===== config.mk =====
export PLATFORM = sky130hd
export DESIGN_NAME = data_bus_arbiter
export DESIGN_NICKNAME = d
export VERILOG_FILES = /design/src/rtl/bus_arb_pkg.sv /design/src/rtl/data_bus_arbiter_rr_picker.sv /design/src/rtl/data_bus_arbiter.sv
export SDC_FILE = /design/constraint.sdc
export NUM_CORES = 1
export LEC_CHECK = 0
export CORE_AREA = 2 2 111 113
export DETAILED_ROUTE_END_ITERATION = 8
export DIE_AREA = 0 0 113 115
export PLACE_DENSITY = 0.53
export SLEW_MARGIN = 10
export SYNTH_ARGS = -nofsm -noshare
export SYNTH_HDL_FRONTEND = slang
export SYNTH_SLANG_ARGS = --single-unit

===== constraint.sdc =====
create_clock -name clk -period 2.5 [get_ports clk]
set_input_delay 0.5 -clock clk [delete_from_list [all_inputs] [get_ports clk]]
set_output_delay 0.5 -clock clk [all_outputs]
set_load 0.03 [all_outputs]

===== src/rtl/bus_arb_pkg.sv =====
// bus_arb_pkg
//   Shared definitions for the data-bus arbiter and any other block that needs
//   a round-robin pick (for example the interrupt controller).
//   - IDLE / OWN      : arbiter FSM state encodings
//   - MAX_REQ         : widest requester vector the helpers support
//   - ID_WIDTH        : width of an encoded requester index
//   - rr_result_t     : winner index plus valid flag
//   - next_rr()       : round-robin search starting after last_owner
//   - cnt_width()     : counter width able to hold 0..max_burst-1
package bus_arb_pkg;

    localparam int MAX_REQ  = 8;
    localparam int ID_WIDTH = 3;

    localparam logic [0:0] IDLE = 1'b0;
    localparam logic [0:0] OWN  = 1'b1;

    typedef struct packed {
        logic                valid;
        logic [ID_WIDTH-1:0] idx;
    } rr_result_t;

    // Scans num_req requesters starting at last_owner+1 and wrapping, so the
    // previous owner is considered last. Bits at or above num_req are ignored.
    function automatic rr_result_t next_rr(
        input logic [MAX_REQ-1:0]  req,
        input logic [ID_WIDTH-1:0] last_owner,
        input int unsigned         num_req
    );
        rr_result_t  r;
        int unsigned cand;
        r = '0;
        for (int unsigned off = 1; off <= MAX_REQ; off++) begin
            if (off <= num_req) begin
                cand = (int'(last_owner) + off) % num_req;
                if (!r.valid && req[cand[ID_WIDTH-1:0]]) begin
                    r.valid = 1'b1;
                    r.idx   = cand[ID_WIDTH-1:0];
                end
            end
        end
        return r;
    endfunction

    function automatic int cnt_width(input int max_burst);
        return (max_burst <= 2) ? 1 : $clog2(max_burst);
    endfunction

endpackage


===== src/rtl/data_bus_arbiter_rr_picker.sv =====
// rr_picker
//   Combinational round-robin priority selector.
//   Ports:
//     req        in  NUM_REQ   request vector
//     last_owner in  3         index searched last (search starts one above)
//     valid      out 1         at least one request present
//     onehot     out NUM_REQ   one-hot winner (zero when !valid)
//     idx        out 3         encoded winner
module rr_picker
    import bus_arb_pkg::*;
#(
    parameter int NUM_REQ = 2
) (
    input  logic [NUM_REQ-1:0]  req,
    input  logic [ID_WIDTH-1:0] last_owner,
    output logic                valid,
    output logic [NUM_REQ-1:0]  onehot,
    output logic [ID_WIDTH-1:0] idx
);

    logic [MAX_REQ-1:0] req_ext;
    rr_result_t         res;

    always_comb begin
        req_ext                = '0;
        req_ext[NUM_REQ-1:0]   = req;
        res                    = next_rr(req_ext, last_owner, NUM_REQ);
        valid                  = res.valid;
        idx                    = res.idx;
        onehot                 = '0;
        for (int i = 0; i < NUM_REQ; i++) begin
            onehot[i] = res.valid && (res.idx == ID_WIDTH'(i));
        end
    end

endmodule


===== src/rtl/data_bus_arbiter.sv =====
// data_bus_arbiter
//   Round-robin arbiter plus bus multiplexer sharing one data-memory /
//   peripheral port between NUM_REQ masters, with burst limit and lock.
//   Ports:
//     clk, rst             clock; synchronous active-low reset
//     req, lock            per-master request / lock
//     ce_in, wbe_in        per-master chip enable / byte enables (slice i)
//     addr_in, wdata_in    per-master address / write data (slice i)
//     gnt, gnt_id, busy    registered one-hot grant, encoded owner, owned flag
//     ce_out, wbe_out      shared-port chip enable / byte enables
//     addr_out, wdata_out  shared-port address / write data
//     rdata_in, rdata_out  read data, broadcast unregistered to all masters
module data_bus_arbiter
    import bus_arb_pkg::*;
#(
    parameter int NUM_REQ    = 2,
    parameter int ADDR_WIDTH = 32,
    parameter int DATA_WIDTH = 32,
    parameter int MAX_BURST  = 8
) (
    input  logic                            clk,
    input  logic                            rst,
    input  logic [NUM_REQ-1:0]              req,
    input  logic [NUM_REQ-1:0]              lock,
    input  logic [NUM_REQ-1:0]              ce_in,
    input  logic [NUM_REQ*DATA_WIDTH/8-1:0] wbe_in,
    input  logic [NUM_REQ*ADDR_WIDTH-1:0]   addr_in,
    input  logic [NUM_REQ*DATA_WIDTH-1:0]   wdata_in,
    output logic [NUM_REQ-1:0]              gnt,
    output logic [ID_WIDTH-1:0]             gnt_id,
    output logic                            busy,
    output logic                            ce_out,
    output logic [DATA_WIDTH/8-1:0]         wbe_out,
    output logic [ADDR_WIDTH-1:0]           addr_out,
    output logic [DATA_WIDTH-1:0]           wdata_out,
    input  logic [DATA_WIDTH-1:0]           rdata_in,
    output logic [DATA_WIDTH-1:0]           rdata_out
);

    localparam int                   WBE_W     = DATA_WIDTH / 8;
    localparam int                   CNT_WIDTH = cnt_width(MAX_BURST);
    localparam logic [CNT_WIDTH-1:0] MAX_CNT   = CNT_WIDTH'(MAX_BURST - 1);

    logic [0:0]           state;
    logic [ID_WIDTH-1:0]  last_owner;
    logic [CNT_WIDTH-1:0] burst_cnt;

    logic [NUM_REQ-1:0]   pick_req;
    logic                 pick_valid;
    logic [NUM_REQ-1:0]   pick_onehot;
    logic [ID_WIDTH-1:0]  pick_idx;
    logic                 owner_req;
    logic                 owner_lock;
    logic                 burst_done;

    assign busy = (state == OWN);

    // While owned, the owner is masked out so the picker only ever names a
    // different master; last_owner equals the owner, so the search starts
    // just after it.
    assign pick_req   = busy ? (req & ~gnt) : req;
    assign owner_req  = |(req & gnt);
    assign owner_lock = |(lock & gnt);
    assign burst_done = (burst_cnt == MAX_CNT);

    rr_picker #(
        .NUM_REQ (NUM_REQ)
    ) u_picker (
        .req        (pick_req),
        .last_owner (last_owner),
        .valid      (pick_valid),
        .onehot     (pick_onehot),
        .idx        (pick_idx)
    );

    // ---- grant register stage ----
    always_ff @(posedge clk) begin
        if (!rst) begin
            state      <= IDLE;
            gnt        <= '0;
            gnt_id     <= '0;
            burst_cnt  <= '0;
            last_owner <= ID_WIDTH'(NUM_REQ - 1);
        end else begin
            case (state)
                IDLE: begin
                    if (pick_valid) begin
                        state      <= OWN;
                        gnt        <= pick_onehot;
                        gnt_id     <= pick_idx;
                        last_owner <= pick_idx;
                        burst_cnt  <= '0;
                    end
                end
                default: begin
                    if (owner_req) begin
                        if (burst_done && !owner_lock && pick_valid) begin
                            gnt        <= pick_onehot;
                            gnt_id     <= pick_idx;
                            last_owner <= pick_idx;
                            burst_cnt  <= '0;
                        end else if (!burst_done) begin
                            burst_cnt <= burst_cnt + 1'b1;
                        end
                    end else if (pick_valid) begin
                        gnt        <= pick_onehot;
                        gnt_id     <= pick_idx;
                        last_owner <= pick_idx;
                        burst_cnt  <= '0;
                    end else begin
                        state     <= IDLE;
                        gnt       <= '0;
                        gnt_id    <= '0;
                        burst_cnt <= '0;
                    end
                end
            endcase
        end
    end

    // ---- combinational port mux stage ----
    // gnt is zero whenever the bus is idle, so an AND-OR over the one-hot
    // grant also yields zeros on every shared output when nobody owns it.
    always_comb begin
        ce_out    = 1'b0;
        wbe_out   = '0;
        addr_out  = '0;
        wdata_out = '0;
        for (int i = 0; i < NUM_REQ; i++) begin
            if (gnt[i]) begin
                ce_out    = ce_out    | ce_in[i];
                wbe_out   = wbe_out   | wbe_in[i*WBE_W +: WBE_W];
                addr_out  = addr_out  | addr_in[i*ADDR_WIDTH +: ADDR_WIDTH];
                wdata_out = wdata_out | wdata_in[i*DATA_WIDTH +: DATA_WIDTH];
            end
        end
    end

    assign rdata_out = rdata_in;

endmodule


== Word-level counts from Yosys, hierarchy flattened ==
Index checks and enable logic that the tools add are counted.

* Register bits after elaboration: 12
* Bits of input ports: 176
* Output and inout port bits: 107
* Word-level logic and storage cells: 71

* Add/subtract/negate cells: 3
* Order comparisons: 2
* Equal/unequal tests: 4
* Muxes and demuxes: 36
* Bitwise logic cells: 8
* Reductions and logical operators: 13

{| class="wikitable"
|+ Operator list
! operator !! number
|-
| $mux 32 || 4
|-
| $or 32x32->32 || 2
|-
| $mux 3 || 13
|-
| $mux 4 || 4
|-
| $mux 2 || 6
|-
| $mux 1 || 9
|-
| $lt 1x4->1 const B || 2
|-
| $and 2x2->2 || 3
|-
| $logic_and 1x1->1 || 5
|-
| $ne 4x3->1 const B || 1
|-
| $or 4x4->4 || 1
|-
| $reduce_and 2->1 || 2
|-
| $reduce_or 2->1 || 2
|-
| $add 3x1->3 const B || 1
|-
| $eq 3x1->1 const B || 1
|-
| $eq 3x3->1 const B || 1
|-
| $logic_not 3->1 || 1
|-
| $ne 3x2->1 const B || 1
|-
| $add 1x1->1 const B || 2
|-
| $logic_not 1->1 || 2
|-
| $not 2->2 || 1
|-
| $reduce_bool 2->1 || 1
|-
| $or 1x1->1 || 1
|}

== Logic depth before layout (Yosys ltp) ==
Gate-level depths: netlist of run 1.

* Depth after elaboration: 14
* Depth in mapped cells: 6
* Depth with buffers taken out: 6

== Cells and area by module ==
Synthesis of run 1 repeated with hierarchy kept, for this count alone.

* Cells, all modules: 189
* Area total of the unflattened synthesis: 1522.7 um^2

{| class="wikitable"
|+ By module, submodules not included
! module !! times used !! cells each !! area each (um^2) !! sequential area each (um^2)
|-
| data_bus_arbiter || 1 || 181 || 1471.4 || 240.2
|-
| rr_picker || 1 || 8 || 51.3 || 0.0
|}

== Worst setup path before layout of run 1 ==
Ideal clock, no wire load.

* Kind: register to output
* Start point: register gnt[1]
* End point: output wbe_out[2]
* Arrival: 1.423 ns
* Data required time: 2.000 ns
* Path slack: 0.577 ns
* Stages on the path, launching flop included: 4
* Buffers on the path: 2
* Cell sequence: dfxtp_1 > buf_2 > buf_1 > a22o_1

* Cells in the longest elaborated chain, start to end: 1

{| class="wikitable"
|+ Ends and longest elaborated chain
! item !! line !! RTL
|-
| start: declaration || data_bus_arbiter.sv:29 || <nowiki>output logic [NUM_REQ-1:0] gnt,</nowiki>
|-
| start signal: assignment || data_bus_arbiter.sv:89 || <nowiki>gnt <= pick_onehot;</nowiki>
|-
| start signal: assignment || data_bus_arbiter.sv:98 || <nowiki>gnt <= pick_onehot;</nowiki>
|-
| start signal: assignment || data_bus_arbiter.sv:106 || <nowiki>gnt <= pick_onehot;</nowiki>
|-
| $mux 4 || data_bus_arbiter.sv:130 || <nowiki>if (gnt[i]) begin</nowiki>
|-
| end: declaration || data_bus_arbiter.sv:33 || <nowiki>output logic [DATA_WIDTH/8-1:0] wbe_out,</nowiki>
|}

No other way between the ends.

== Worst setup path after layout of run 1 ==
* Start point: input addr_in[48]
* End point: output addr_out[16]

* Cells in the longest elaborated chain, start to end: 2

{| class="wikitable"
|+ Ends and longest elaborated chain
! item !! line !! RTL
|-
| start: declaration || data_bus_arbiter.sv:27 || <nowiki>input logic [NUM_REQ*ADDR_WIDTH-1:0] addr_in,</nowiki>
|-
| $or 32x32->32 || data_bus_arbiter.sv:133 || <nowiki>addr_out = addr_out | addr_in[i*ADDR_WIDTH +: ADDR_WIDTH];</nowiki>
|-
| $mux 32 || data_bus_arbiter.sv:130 ||
|-
| end: declaration || data_bus_arbiter.sv:34 || <nowiki>output logic [ADDR_WIDTH-1:0] addr_out,</nowiki>
|}

No other way between the ends.

==> results of run 1 <==
[routing by layer]
metal	up-vias	track usage, %	share of wire (%)
met3	12	2.952	8.6
li1	1007	-	-
met1	947	16.68	43
met4	0	2.195	1.1
met5	-	0	0
met2	113	20.80	48
[kinds of logic (layout without fill, tap and decap cells)]
| group | count (synthesis) | after routing | synth area share (%) |
|---|---|---|---|
| muxes | 2 | 2 | 1.404 |
| other | 1 | 2 | 0.2629 |
| adders and majority gates | 2 | 2 | 1.754 |
| and+or+nand+nor | 17 | 17 | 6.317 |
| AOI/OAI and AO/OA | 89 | 89 | 55.09 |
| xor gates and xnor gates | 1 | 1 | 0.6141 |
| DFF | 8 | 8 | 11.23 |
| buffers and inverters | 54 | 228 | 23.33 |
[timing repair]
action	4_1_cts	5_1_grt
hold endpoints to repair	0	0
resized for setup	0	1
endpoints found under the setup margin	0	1
[placed cells by master (no fill, tap or decap), types with 3 or more instances in the layout]
master,instances
clkdlybuf4s50_1,211
a22o_1,69
dfxtp_1,6
buf_12,6
inv_1,4
buf_4,4
and2_1,3
nor2_1,3
clkbuf_16,3
[where the power goes]
part           switching (mW)  total (mW)  internal [mW]
sequential             0.0142       0.151          0.137
clock                  0.0572       0.263          0.206
combinational           0.437       0.926          0.489
total                   0.508        1.34          0.831
[through the flow]
stage	hold WS, ns	utilization (%)
after floorplan	0.5008	-
after global placement	0.4749	30.15
after detailed placement	0.4608	30.15
after CTS	0.4813	30.78
after global routing	0.4904	30.81
final	0.4830	30.81
[critical path: cells and delay by family]
family / cells / cell delay, ns
compound gates: 1 / 0.16
buf+inv: 2 / 1.24
[layout make-up]
| cell class | count | area share [%] |
|---|---|---|
| Clock buffer | 3 | 2.063 |
| Inverter | 4 | 0.4127 |
| Multi-Input combinational cell | 113 | 25.76 |
| Sequential cell | 8 | 4.539 |
| Tap cell | 147 | 5.055 |
| Timing Repair Buffer | 221 | 62.17 |
[state kept, by name, summed over array words and instances (netlist names)]
signal and flops:
gnt 2, last_owner 1, busy 1, gnt_id 1, burst_cnt 3
[worst min-delay path by stage]
stage | from | endpoint | slack (ns) | cells after the start
2_1_floorplan | last_owner[0] | last_owner[0] | 0.50 | 2
3_3_place_gp | gnt_id[0] | gnt_id[0] | 0.47 | 1
3_5_place_dp | gnt_id[0] | gnt_id[0] | 0.46 | 1
4_1_cts | gnt_id[0] | gnt_id[0] | 0.48 | 1
5_1_grt | gnt_id[0] | gnt_id[0] | 0.49 | 1
6_report | gnt_id[0] | gnt_id[0] | 0.48 | 1
==> impl_metrics.ini, run 1 <==
[synth]
synth_cell_types = 34
ys.flop_type = dfxtp_1
synth_top_area_share_pct = 42.37
synth_edf_count = 0
postSynthCellCount = 174
syn_area_per_cell_um2 = 8.198
synth_area_um2 = 1426
async_reset_ff_share_pct = 0
synthTopCellsByCount = 69 x a22o_1, 34 x buf_4, 10 x buf_1
ys_ff_latch = 8
synthTopCellsByArea = a22o_1 42%, buf_4 18%, dfxtp_1 11%
yosys.area.top_type = a22o_1
ys_seq_area_share_pct = 11.23
yosysWarnings = 0
post-synth-top-count-cell = a22o_1

[placement]
dp_cells = 493
place.gp.congestion = 0.8782
place_area_um2 = 3561
numPortBuffers = 216
dp_hpwl_mm = 7.419
dp_slack_ns = 0.1154

[cells_and_area]
fill_cells = 1232
num_antenna_cells = 0
multiInputGateArea_um2 = 937.1
drive_gt1_share_pct = 6.590
stdcell_count = 496
regArea_um2 = 165.2
synthToLayoutAreaGrowth_pct = 155.1
fin_nets = 529
post-route-cell-area_um2 = 3638

[critical_path]
end_kind = output port
critical_path.slowest_cell = clkdlybuf4s50_1
r2r_slack_ns = 0.70
crit_arrival_ns = 1.90
crit_chain = clkdlybuf4s50_1 > a22o_1 > clkdlybuf4s50_1
cp_slowest_stage_delay_ns = 0.69
cp_max_fo = 1
path_common_cell = clkdlybuf4s50_1
reg2reg_depth = 6
crit_path_start_kind = input pin
setup.worst_path.end = addr_out[16]
cp.required_ns = 2.00
reg2reg_to = gnt[0]
crit_type = input pin to output port
crit_start = addr_in[48]
rr_startpoint = burst_cnt[0]

[status]
violations = design-rule violations
outcome = finished, violations left

[routing]
drcViolationCount = 19
via_per_inst = 4.192
wl_per_cell_um = 18.31
first_iter_violations = 90
drt_wl_total_mm = 9.080
via_count = 2079
detail_route.first_pass.iterations = 8
postRouteAntennaNets = 0

[timing]
setup_viol = 0
period_needed_ns = 2.397
maxSlewViolCount = 0
setup_ws_ns = 0.1033
max_freq_ghz = 0.4172
finalClockSkew_ns = 0.0005227
rsz0062_at_grt = no
period_share_pct = 95.87
hold_viol_final = 0
timing.setup.tns_ns = 0

[run]
drv_cap = 0

[floorplanning]
dieWidth_um = 113
die_area_um2 = 13000
start_util_pct = 12.08
core_area_um2 = 11810
die-height_um = 115
fp-row-count = 40
ios = 283

[hold_path]
hold_path_class = register to register

[clock_tree]
cts_hold_buffers = 0
cts-root-buf = clkbuf_16
cts_tree = yes
cts_setup_buffers = 0
clk_path_buf_depth = 2
htree_num_levels = 1
worstSkewPairLatency_ns = 0.23
path_clk_slew_ns = 0.04
cts_made_buffers = 3
cts.sinks = 8

[global_route]
first_global_vias = 2056
grt_usage_pct = 12.48
grt_max_degree = 57
grt.overflow.total = 0
antenna_found_initial = 0
grt_pass1_wl_mm = 12.54

[power_and_ir_drop]
p_leak_nw = 1.373
worst_ir_drop_vdd_uv = 365.5
power_mw = 1.340
cellPowerDensity_nw_per_um2 = 368.2
No activity file was read; power rests on OpenSTA's default activity.
==> inputs of run 2 (changes only) <==
--- a/config.mk
+++ b/config.mk
@@ -8,6 +8,7 @@
 export CORE_AREA = 2 2 111 113
 export DETAILED_ROUTE_END_ITERATION = 8
 export DIE_AREA = 0 0 113 115
+export GPL_ROUTABILITY_DRIVEN = 0
 export PLACE_DENSITY = 0.53
 export SLEW_MARGIN = 10
 export SYNTH_ARGS = -nofsm -noshare
==> results of run 2 <==
Final layout, timing and power as in run 1 (identical DEF).
